### config.mk
export PLATFORM = sky130hd
export DESIGN_NAME = microwave_cook_sequencer
export DESIGN_NICKNAME = d
export VERILOG_FILES = /design/src/rtl/microwave_cook_sequencer.sv
export SDC_FILE = /design/constraint.sdc
export NUM_CORES = 1
export LEC_CHECK = 0
export ABC_AREA = 1
export CAP_MARGIN = 20
export CORE_MARGIN = 10
export CORE_UTILIZATION = 51
export CTS_CLUSTER_DIAMETER = 60
export DETAILED_ROUTE_END_ITERATION = 12
export GPL_ROUTABILITY_DRIVEN = 0
export PLACE_DENSITY = 0.89
export SLEW_MARGIN = 20
export SYNTH_ARGS = -nofsm -noshare
export SYNTH_HDL_FRONTEND = slang
export SYNTH_SLANG_ARGS = --single-unit
### constraint.sdc
create_clock -name clk -period 1.7 [get_ports clk]
set_input_delay 0.255 -clock clk [delete_from_list [all_inputs] [get_ports clk]]
set_output_delay 0.255 -clock clk [all_outputs]
set_load 0.005 [all_outputs]
### src/rtl/microwave_cook_sequencer.sv
// microwave_cook_sequencer: BCD cook timer with power duty cycling, pause/resume and a completion beep.
module microwave_cook_sequencer (
  input  logic       clk,
  input  logic       clear,
  input  logic       tick_1hz,
  input  logic       start,
  input  logic       stop,
  input  logic       door_closed,
  input  logic       load,
  input  logic [3:0] load_min,
  input  logic [3:0] load_sec_tens,
  input  logic [3:0] load_sec_ones,
  input  logic [3:0] power,
  output logic [3:0] mins,
  output logic [3:0] sec_tens,
  output logic [3:0] sec_ones,
  output logic       mag_on,
  output logic       done_beep,
  output logic [2:0] state
);
  typedef enum logic [2:0] {
    IDLE  = 3'd0,
    READY = 3'd1,
    COOK  = 3'd2,
    PAUSE = 3'd3,
    DONE  = 3'd4
  } state_t;

  state_t     state_q, state_d;
  logic [3:0] min_q, min_d, ten_q, ten_d, one_q, one_d;
  logic [3:0] phase_q, phase_d, power_q, power_d;
  logic [1:0] beep_q, beep_d;
  logic       load_ok, halt, last, b1, b2;
  logic [3:0] one_dec, ten_dec, min_dec, pwr_in;

  assign load_ok = load_min <= 4'd9 && load_sec_tens <= 4'd5 && load_sec_ones <= 4'd9 &&
                   |{load_min, load_sec_tens, load_sec_ones};
  assign pwr_in  = (power == 4'd0 || power > 4'd10) ? 4'd10 : power;
  assign halt    = stop || !door_closed;
  assign last    = min_q == 4'd0 && ten_q == 4'd0 && one_q == 4'd1;
  assign b1      = one_q == 4'd0;
  assign b2      = b1 && ten_q == 4'd0;
  assign one_dec = b1 ? 4'd9 : one_q - 4'd1;
  assign ten_dec = b1 ? (ten_q == 4'd0 ? 4'd5 : ten_q - 4'd1) : ten_q;
  assign min_dec = b2 ? min_q - 4'd1 : min_q;

  always_comb begin
    state_d = state_q;
    min_d   = min_q;
    ten_d   = ten_q;
    one_d   = one_q;
    phase_d = phase_q;
    power_d = power_q;
    beep_d  = beep_q;
    case (state_q)
      COOK: begin
        if (halt) state_d = PAUSE;
        else if (tick_1hz) begin
          one_d   = one_dec;
          ten_d   = ten_dec;
          min_d   = min_dec;
          phase_d = phase_q == 4'd9 ? 4'd0 : phase_q + 4'd1;
          if (last) begin
            state_d = DONE;
            beep_d  = 2'd0;
          end
        end
      end
      DONE: begin
        if (halt) state_d = IDLE;
        else if (tick_1hz) begin
          beep_d  = beep_q + 2'd1;
          state_d = beep_q == 2'd2 ? IDLE : DONE;
        end
      end
      IDLE, READY, PAUSE: begin
        if (stop && state_q != IDLE) begin
          state_d = IDLE;
          {min_d, ten_d, one_d} = 12'h000;
        end else if (start && door_closed && state_q != IDLE) begin
          state_d = COOK;
          phase_d = state_q == READY ? 4'd0 : phase_q;
        end else if (load && load_ok) begin
          state_d = READY;
          min_d   = load_min;
          ten_d   = load_sec_tens;
          one_d   = load_sec_ones;
          power_d = pwr_in;
        end
      end
      default: begin
        state_d = IDLE;
        {min_d, ten_d, one_d} = 12'h000;
      end
    endcase
  end

  always_ff @(posedge clk) begin
    if (clear) begin
      state_q <= IDLE;
      min_q   <= 4'd0;
      ten_q   <= 4'd0;
      one_q   <= 4'd0;
      phase_q <= 4'd0;
      power_q <= 4'd10;
      beep_q  <= 2'd0;
    end else begin
      state_q <= state_d;
      min_q   <= min_d;
      ten_q   <= ten_d;
      one_q   <= one_d;
      phase_q <= phase_d;
      power_q <= power_d;
      beep_q  <= beep_d;
    end
  end

  // door_closed is the only live input on the magnetron path, as a safety interlock
  assign mag_on    = state_q == COOK && door_closed && phase_q < power_q;
  assign done_beep = state_q == DONE;
  assign mins      = min_q;
  assign sec_tens  = ten_q;
  assign sec_ones  = one_q;
  assign state     = state_q;
endmodule

==> results_dict.tcl <==
set metrics [dict create \
    wl_mm 6.360 \
    synth_fp_nets 328 \
    setup_viol 1 \
    hold_violations 0 \
    syn_avg_cell_area_um2 6.520 \
    cp.required_ns 1.44 \
    p_int_uw 2062 \
    slew-limit-headroom_pct 75.24 \
    dpl.cell_count 405 \
    die_area_um2 6611 \
    power_leakage_uw 0.001357 \
    synth_seq_cells 25 \
    endpoint_kind "primary output" \
    initialDrtViolationCount 248 \
    antenna_found_initial 0 \
    grt-ovfl-total 0 \
    port_buffers 39 \
    critPathBufInv 2 \
    cpPeakStageDelay_ns 0.33 \
    startpoint_type "register" \
    die_h_um 81.31 \
    hold_path_class "reg -> reg" \
    seq_area_frac_synth_pct 26.11 \
    cap_violations 0 \
    arrival_ns 1.51 \
    core_um2 3661 \
    cp_slowest_cell "dfxtp_2" \
    rsz0062_at_grt "yes" \
    die_x_um 81.31 \
    grt_pass1_wl_mm 9.225 \
    tightest_slew_ns 0.3675 \
    synth_area_um2 1917 \
    nets 406 \
    remaining_drc_errors 0 \
    layout_worst_path_cycle_share_pct 103.9 \
    vias 2329 \
    ir_worst_vdd_mv 0.8088 \
    pre_cts_ws_ns -0.2068 \
    start_util_pct 52.36 \
    synth_edf_count 0 \
    post_dp_cell_area_um2 2564 \
    place_hpwl_mm 4.106 \
    critPathKind "reg -> out" \
    io_pins 40 \
    cts.htree.levels 1 \
    cp_top_family "flip-flops" \
    synthFlopType "dfxtp_1" \
    diodes 0 \
    grt_max_degree 21 \
    status "finished with violations" \
    cts.sinks 25 \
    wl_per_cell_um 15.18 \
    fillCellCount 275 \
    switchingPower_uw 1945 \
    setup_ws_ns -0.06612 \
    grt_use_total_pct 17.08 \
    fin_skew_ns 0.009930 \
    netSwitchingFraction_pct 48.54 \
    numCtsBuffers 3 \
    ys_types 34 \
    clkTransAtPathRegs_ns 0.10 \
    final_common_cell "nand2_1" \
    power_density_nw_per_um2 1432 \
    fmax_ghz 0.5662 \
    final_area_um2 2799 \
    area.growth.synth_to_final_pct 46.02 \
    syn_inst 294 \
    stdcell_count 419 \
    ctsLongestPathBuffers 2 \
    cts_root_buffer "clkbuf_8" \
    clkPwrFrac_pct 9.9 \
    crit_chain "inv_2, ha_4, a21boi_2, o211ai_1, nand2_1, nor2_1, buf_2" \
    drive_gt1_share_pct 25.88 \
    path_max_fanout 2 \
    layout_common_cells "nand2_1, nor2_1, inv_1, clkdlybuf4s50_1, buf_4" \
    placementRows 22 \
    drt_pass1_iterations 5 \
    power_frac_seq_pct 21.3 \
    cts_hold_buf 0 \
    tritoncts "done" \
    ys_warn_count 0 \
    clk_latency_ns 0.29 \
    violations "negative setup slack" \
    period_needed_ns 1.766 \
    p_comb_share_pct 68.9 \
    grt_pass1_vias 2050 \
    vias_per_cell 5.558 \
    slew_violations 0 \
    detail-route-antenna-nets 0 \
    synthArstFlopShare_pct 0 \
]
-- sequential cells by signal, indices dropped and copies added (netlist names) --
signal    count
beep_q        2
mins          4
phase_q       4
power_q       4
sec_ones      4
sec_tens      4
state         3
-- tightest hold or removal path, stage by stage, from the launching register on --
cell	delay, ns
dfxtp_1	0.31
inv_1	0.07
a21oi_1	0.06
-- power by group through the flow --
| stage | Sequential [uW] | Combinational [uW] | Clock, uW |
|---|---|---|---|
| 6_report | 853 | 2760 | 395 |
| 3_3_place_gp | 844 | 2270 | 0 |
| 2_1_floorplan | 852 | 1540 | 0 |
| 4_1_cts | 838 | 2340 | 385 |
| 5_1_grt | 869 | 3050 | 417 |
| 3_5_place_dp | 849 | 2320 | 0 |
-- Yosys cell counts, types with 3 or more instances --
library cell	instances	share of area [%]
a21oi_1	15	3.9
dfxtp_1	25	26
ha_1	11	7.2
inv_1	38	7.4
inv_2	6	1.2
nand2_1	60	12
nand2_2	5	1.6
nand2_4	4	2.3
nand3_1	12	3.1
nand3_4	3	2.7
nand4_1	11	3.6
nor2_1	55	11
nor2_2	4	1.3
o211a_1	3	1.6
o211ai_1	3	1.2
o21a_1	3	1.2
o21ai_0	14	3.7
-- repair_timing --
item,in CTS,in global routing
gates resized for setup,7,37
setup buffers,0,9
pin swaps,1,14
endpoints found under the setup margin,2,18
gates cloned,0,1
-- layer usage --
layer  wire length (um)  vias up  track usage [%]
met3                518       41            4.636
li1                   -     1108                -
met1               2463     1049            19.75
met5                  0        -                0
met4                274        0            6.747
met2               3103      131            29.15
-- area by class of cell --
type | count | area (um^2) | share of cell area, %
well taps | 48 | 60.06 | 2.146
clock inverters | 1 | 5.005 | 0.1788
inverters | 44 | 167.7 | 5.990
clock buffers | 3 | 41.29 | 1.475
repair buffers | 75 | 693.2 | 24.77
flip-flops and latches | 25 | 506.7 | 18.10
multi-input cells | 223 | 1325 | 47.34
-- stage by stage --
stage          utilization (%)  power [uW]  hold slack, ns   TNS, ns
2_1_floorplan                -        2391          0.3241         0
3_3_place_gp             70.03        3110          0.4531    -2.425
3_5_place_dp             70.03        3171          0.4620    -2.997
4_1_cts                  71.29        3564          0.4764  -0.05285
5_1_grt                  76.45        4331          0.5027   -0.5626
6_report                 76.45        4007          0.4749  -0.06612
-- cell families after synthesis --
group                    share of synthesized area (%)
XOR/XNOR                                        0.9140
flip-flops                                       26.11
adder cells (fa/ha/maj)                          7.180
AND/OR/NAND/NOR                                  40.14
AO/OA/AOI/OAI                                    16.06
buffers and inverters                            9.595
-- worst paths after layout --
| check | endpoint | slack (ns) | start | cells past startpoint |
|---|---|---|---|---|
| worst min register to register | power_q[2] | 0.47 | power_q[2] | 2 |
| worst max register to register | state[0] | 0.03 | sec_tens[0] | 9 |
| worst min-delay path | power_q[2] | 0.47 | power_q[2] | 2 |
| worst max-delay path | mag_on | -0.07 | power_q[1] | 7 |
Note: power is estimated with default switching activity, not from simulation.
==> patch: new RTL, same flow settings <==
Register the input `load_sec_ones` before use. The logic sees it one clock later. The other inputs are not delayed to match.
--- a/src/rtl/microwave_cook_sequencer.sv
+++ b/src/rtl/microwave_cook_sequencer.sv
@@ -27,4 +27,10 @@
   } state_t;
 
+  logic [3:0] load_sec_ones_q;
+
+  always_ff @(posedge clk) begin
+    load_sec_ones_q <= load_sec_ones;
+  end
+
   state_t     state_q, state_d;
   logic [3:0] min_q, min_d, ten_q, ten_d, one_q, one_d;
@@ -34,6 +40,6 @@
   logic [3:0] one_dec, ten_dec, min_dec, pwr_in;
 
-  assign load_ok = load_min <= 4'd9 && load_sec_tens <= 4'd5 && load_sec_ones <= 4'd9 &&
-                   |{load_min, load_sec_tens, load_sec_ones};
+  assign load_ok = load_min <= 4'd9 && load_sec_tens <= 4'd5 && load_sec_ones_q <= 4'd9 &&
+                   |{load_min, load_sec_tens, load_sec_ones_q};
   assign pwr_in  = (power == 4'd0 || power > 4'd10) ? 4'd10 : power;
   assign halt    = stop || !door_closed;
@@ -85,5 +91,5 @@
           min_d   = load_min;
           ten_d   = load_sec_tens;
-          one_d   = load_sec_ones;
+          one_d   = load_sec_ones_q;
           power_d = pwr_in;
         end
Formal check against the unedited RTL: not equivalent (Yosys sat finds a counterexample within 4 cycles, from zero or initial values).
==> patch against the unedited design <==
  * The flow still finishes with violations (setup timing)
  * Synthesized area grew 4.2%
  * Via count grew 7.3%
  * Routed wire length grew 8.0%
  * Cell area grew 8.0%
  * Total power grew 37%
  * Die area grew 3.2%
  * Sequential cell count grew 4
  * Worst setup slack lost 0.043 ns
  * Clock power grew 75%
  * Core utilization grew 4.9 points
  * Register-to-register slack lost 0.05 ns
  * Combinational power grew 34%
  * Critical endpoint unchanged
==> patch: results (changes against the unedited design) <==
GRT:
- The met3 track demand over resource in global routing is 0.0518 (was 0.0464).
- The global-route met1 utilization is 0.179 (was 0.197).
- The maximum number of pins on one net before global-route repair is 20 (was 21).
- The global-route wire length before repair is 9280 um (was 9230 um).

Synth:
- The post-synthesis net count is 348 (was 328).
- The distinct cell type count of the synthesized netlist is 31 (was 34).
- The post-synthesis share of cell area spent on full adders, half adders and majority gates is 0.0689 (was 0.0718).
- The average footprint of a synthesized cell came to 6.36 um^2 (was 6.52 um^2).
- The area share of xor/xnor cells in the synthesized design is 0.00877 (was 0.00914).
- The sequential-to-total area share from yosys stat is 0.291 (was 0.261).
- The post-synthesis compound-gate area fraction came to 0.113 (was 0.161).
- Top cells by area in the synthesized netlist: sky130_fd_sc_hd__dfxtp_1 29%, sky130_fd_sc_hd__nand2_1 13%, sky130_fd_sc_hd__nor2_1 9.8% (was sky130_fd_sc_hd__dfxtp_1 26%, sky130_fd_sc_hd__nand2_1 12%, sky130_fd_sc_hd__nor2_1 11%).

Layout:
- The net count reported at finish is 435 (was 406).
- The number of filler cells placed in the layout is 241 (was 275).

Detailed routing:
- The post-detailed-route wirelength per cell came to 15.3 um (was 15.2 um).
- The final wirelength is 6870 um (was 6360 um).

Outcome:
- Run status: complete, but fails checks (unchanged).
- Violations in the final reports: setup timing (unchanged).

STA:
- The final worst setup slack is -0.110 ns (was -0.0661 ns).
- The number of endpoints failing setup at the final stage is 3 (was 1).
- The slew at the pin closest to its max-slew limit is 0.375 ns (was 0.368 ns).
- The setup total negative slack came to -0.127 ns (was -0.0661 ns).

Clock tree:
- The number of buffers inserted during clock tree synthesis is 5 (was 3).
- The clock-pin slew of the registers on the worst-case setup and hold paths came to 0.06 ns (was 0.10 ns).

Worst setup path:
- The data arrival time of the critical path was 1.55 ns (was 1.51 ns).

Placement:
- The number of placed cells counting well taps is 434 (was 405).
- The post-detailed-placement half-perimeter wirelength is 4480 um (was 4110 um).
- The placed cell area is 2700 um^2 (was 2560 um^2).

Min path:
- The type of the worst min-delay path is in -> reg (was reg -> reg).

Power and ir drop:
- The maximum vdd ir drop is 0.838 mV (was 0.809 mV).
- The cell-internal power is 2.98 mW (was 2.06 mW).
## patch: cell families after synthesis
group	after synthesis
xor+xnor	2
compound gates	40
simple gates	177
buf+inv	55
fa+ha+maj	11
flops	29
## patch: final cells by class
| class | count | area, um^2 | area share |
|---|---|---|---|
| clock buffers | 5 | 68.8 | 0.0228 |
| clock inverters | 2 | 35.0 | 0.0116 |
| inverters | 51 | 196 | 0.0650 |
| multi-input cells | 230 | 1340 | 0.443 |
| flip-flops and latches | 29 | 592 | 0.196 |
| well taps | 48 | 60.1 | 0.0199 |
| repair buffers | 84 | 733 | 0.242 |
## patch: final timing paths
path	startpoint	cells past startpoint	slack, ns	endpoint
max	power_q[1]	7	-0.11	mag_on
min	load_sec_ones[0]	1	0.41	load_sec_ones_q[0]
max reg2reg	state[1]	9	-0.02	state[2]
min reg2reg	power_q[0]	2	0.51	power_q[0]
## patch: timing repair
| item | 4_1_cts | 5_1_grt |
|---|---|---|
| hold endpoints to repair | 0 | 0 |
| endpoints found under the setup margin | 2 | 27 |
| pin swaps | 1 | 11 |
| setup buffers | 2 | 6 |
| resized for setup | 12 | 44 |
## patch: layer usage
metal | wire length (um) | vias up
met5 | 0 | -
met4 | 338 | 0
met1 | 2600 | 1109
met3 | 634 | 46
met2 | 3300 | 162
li1 | - | 1182
## patch: power by group through the flow
stage	clock network [mW]	registers, mW	logic (mW)
final	0.691	1.10	3.71
after detailed placement	0	1.06	3.09
after global placement	0	1.04	3.01
after floorplan	0	1.05	1.90
after CTS	0.696	1.05	3.16
after global routing	0.722	1.12	4.04
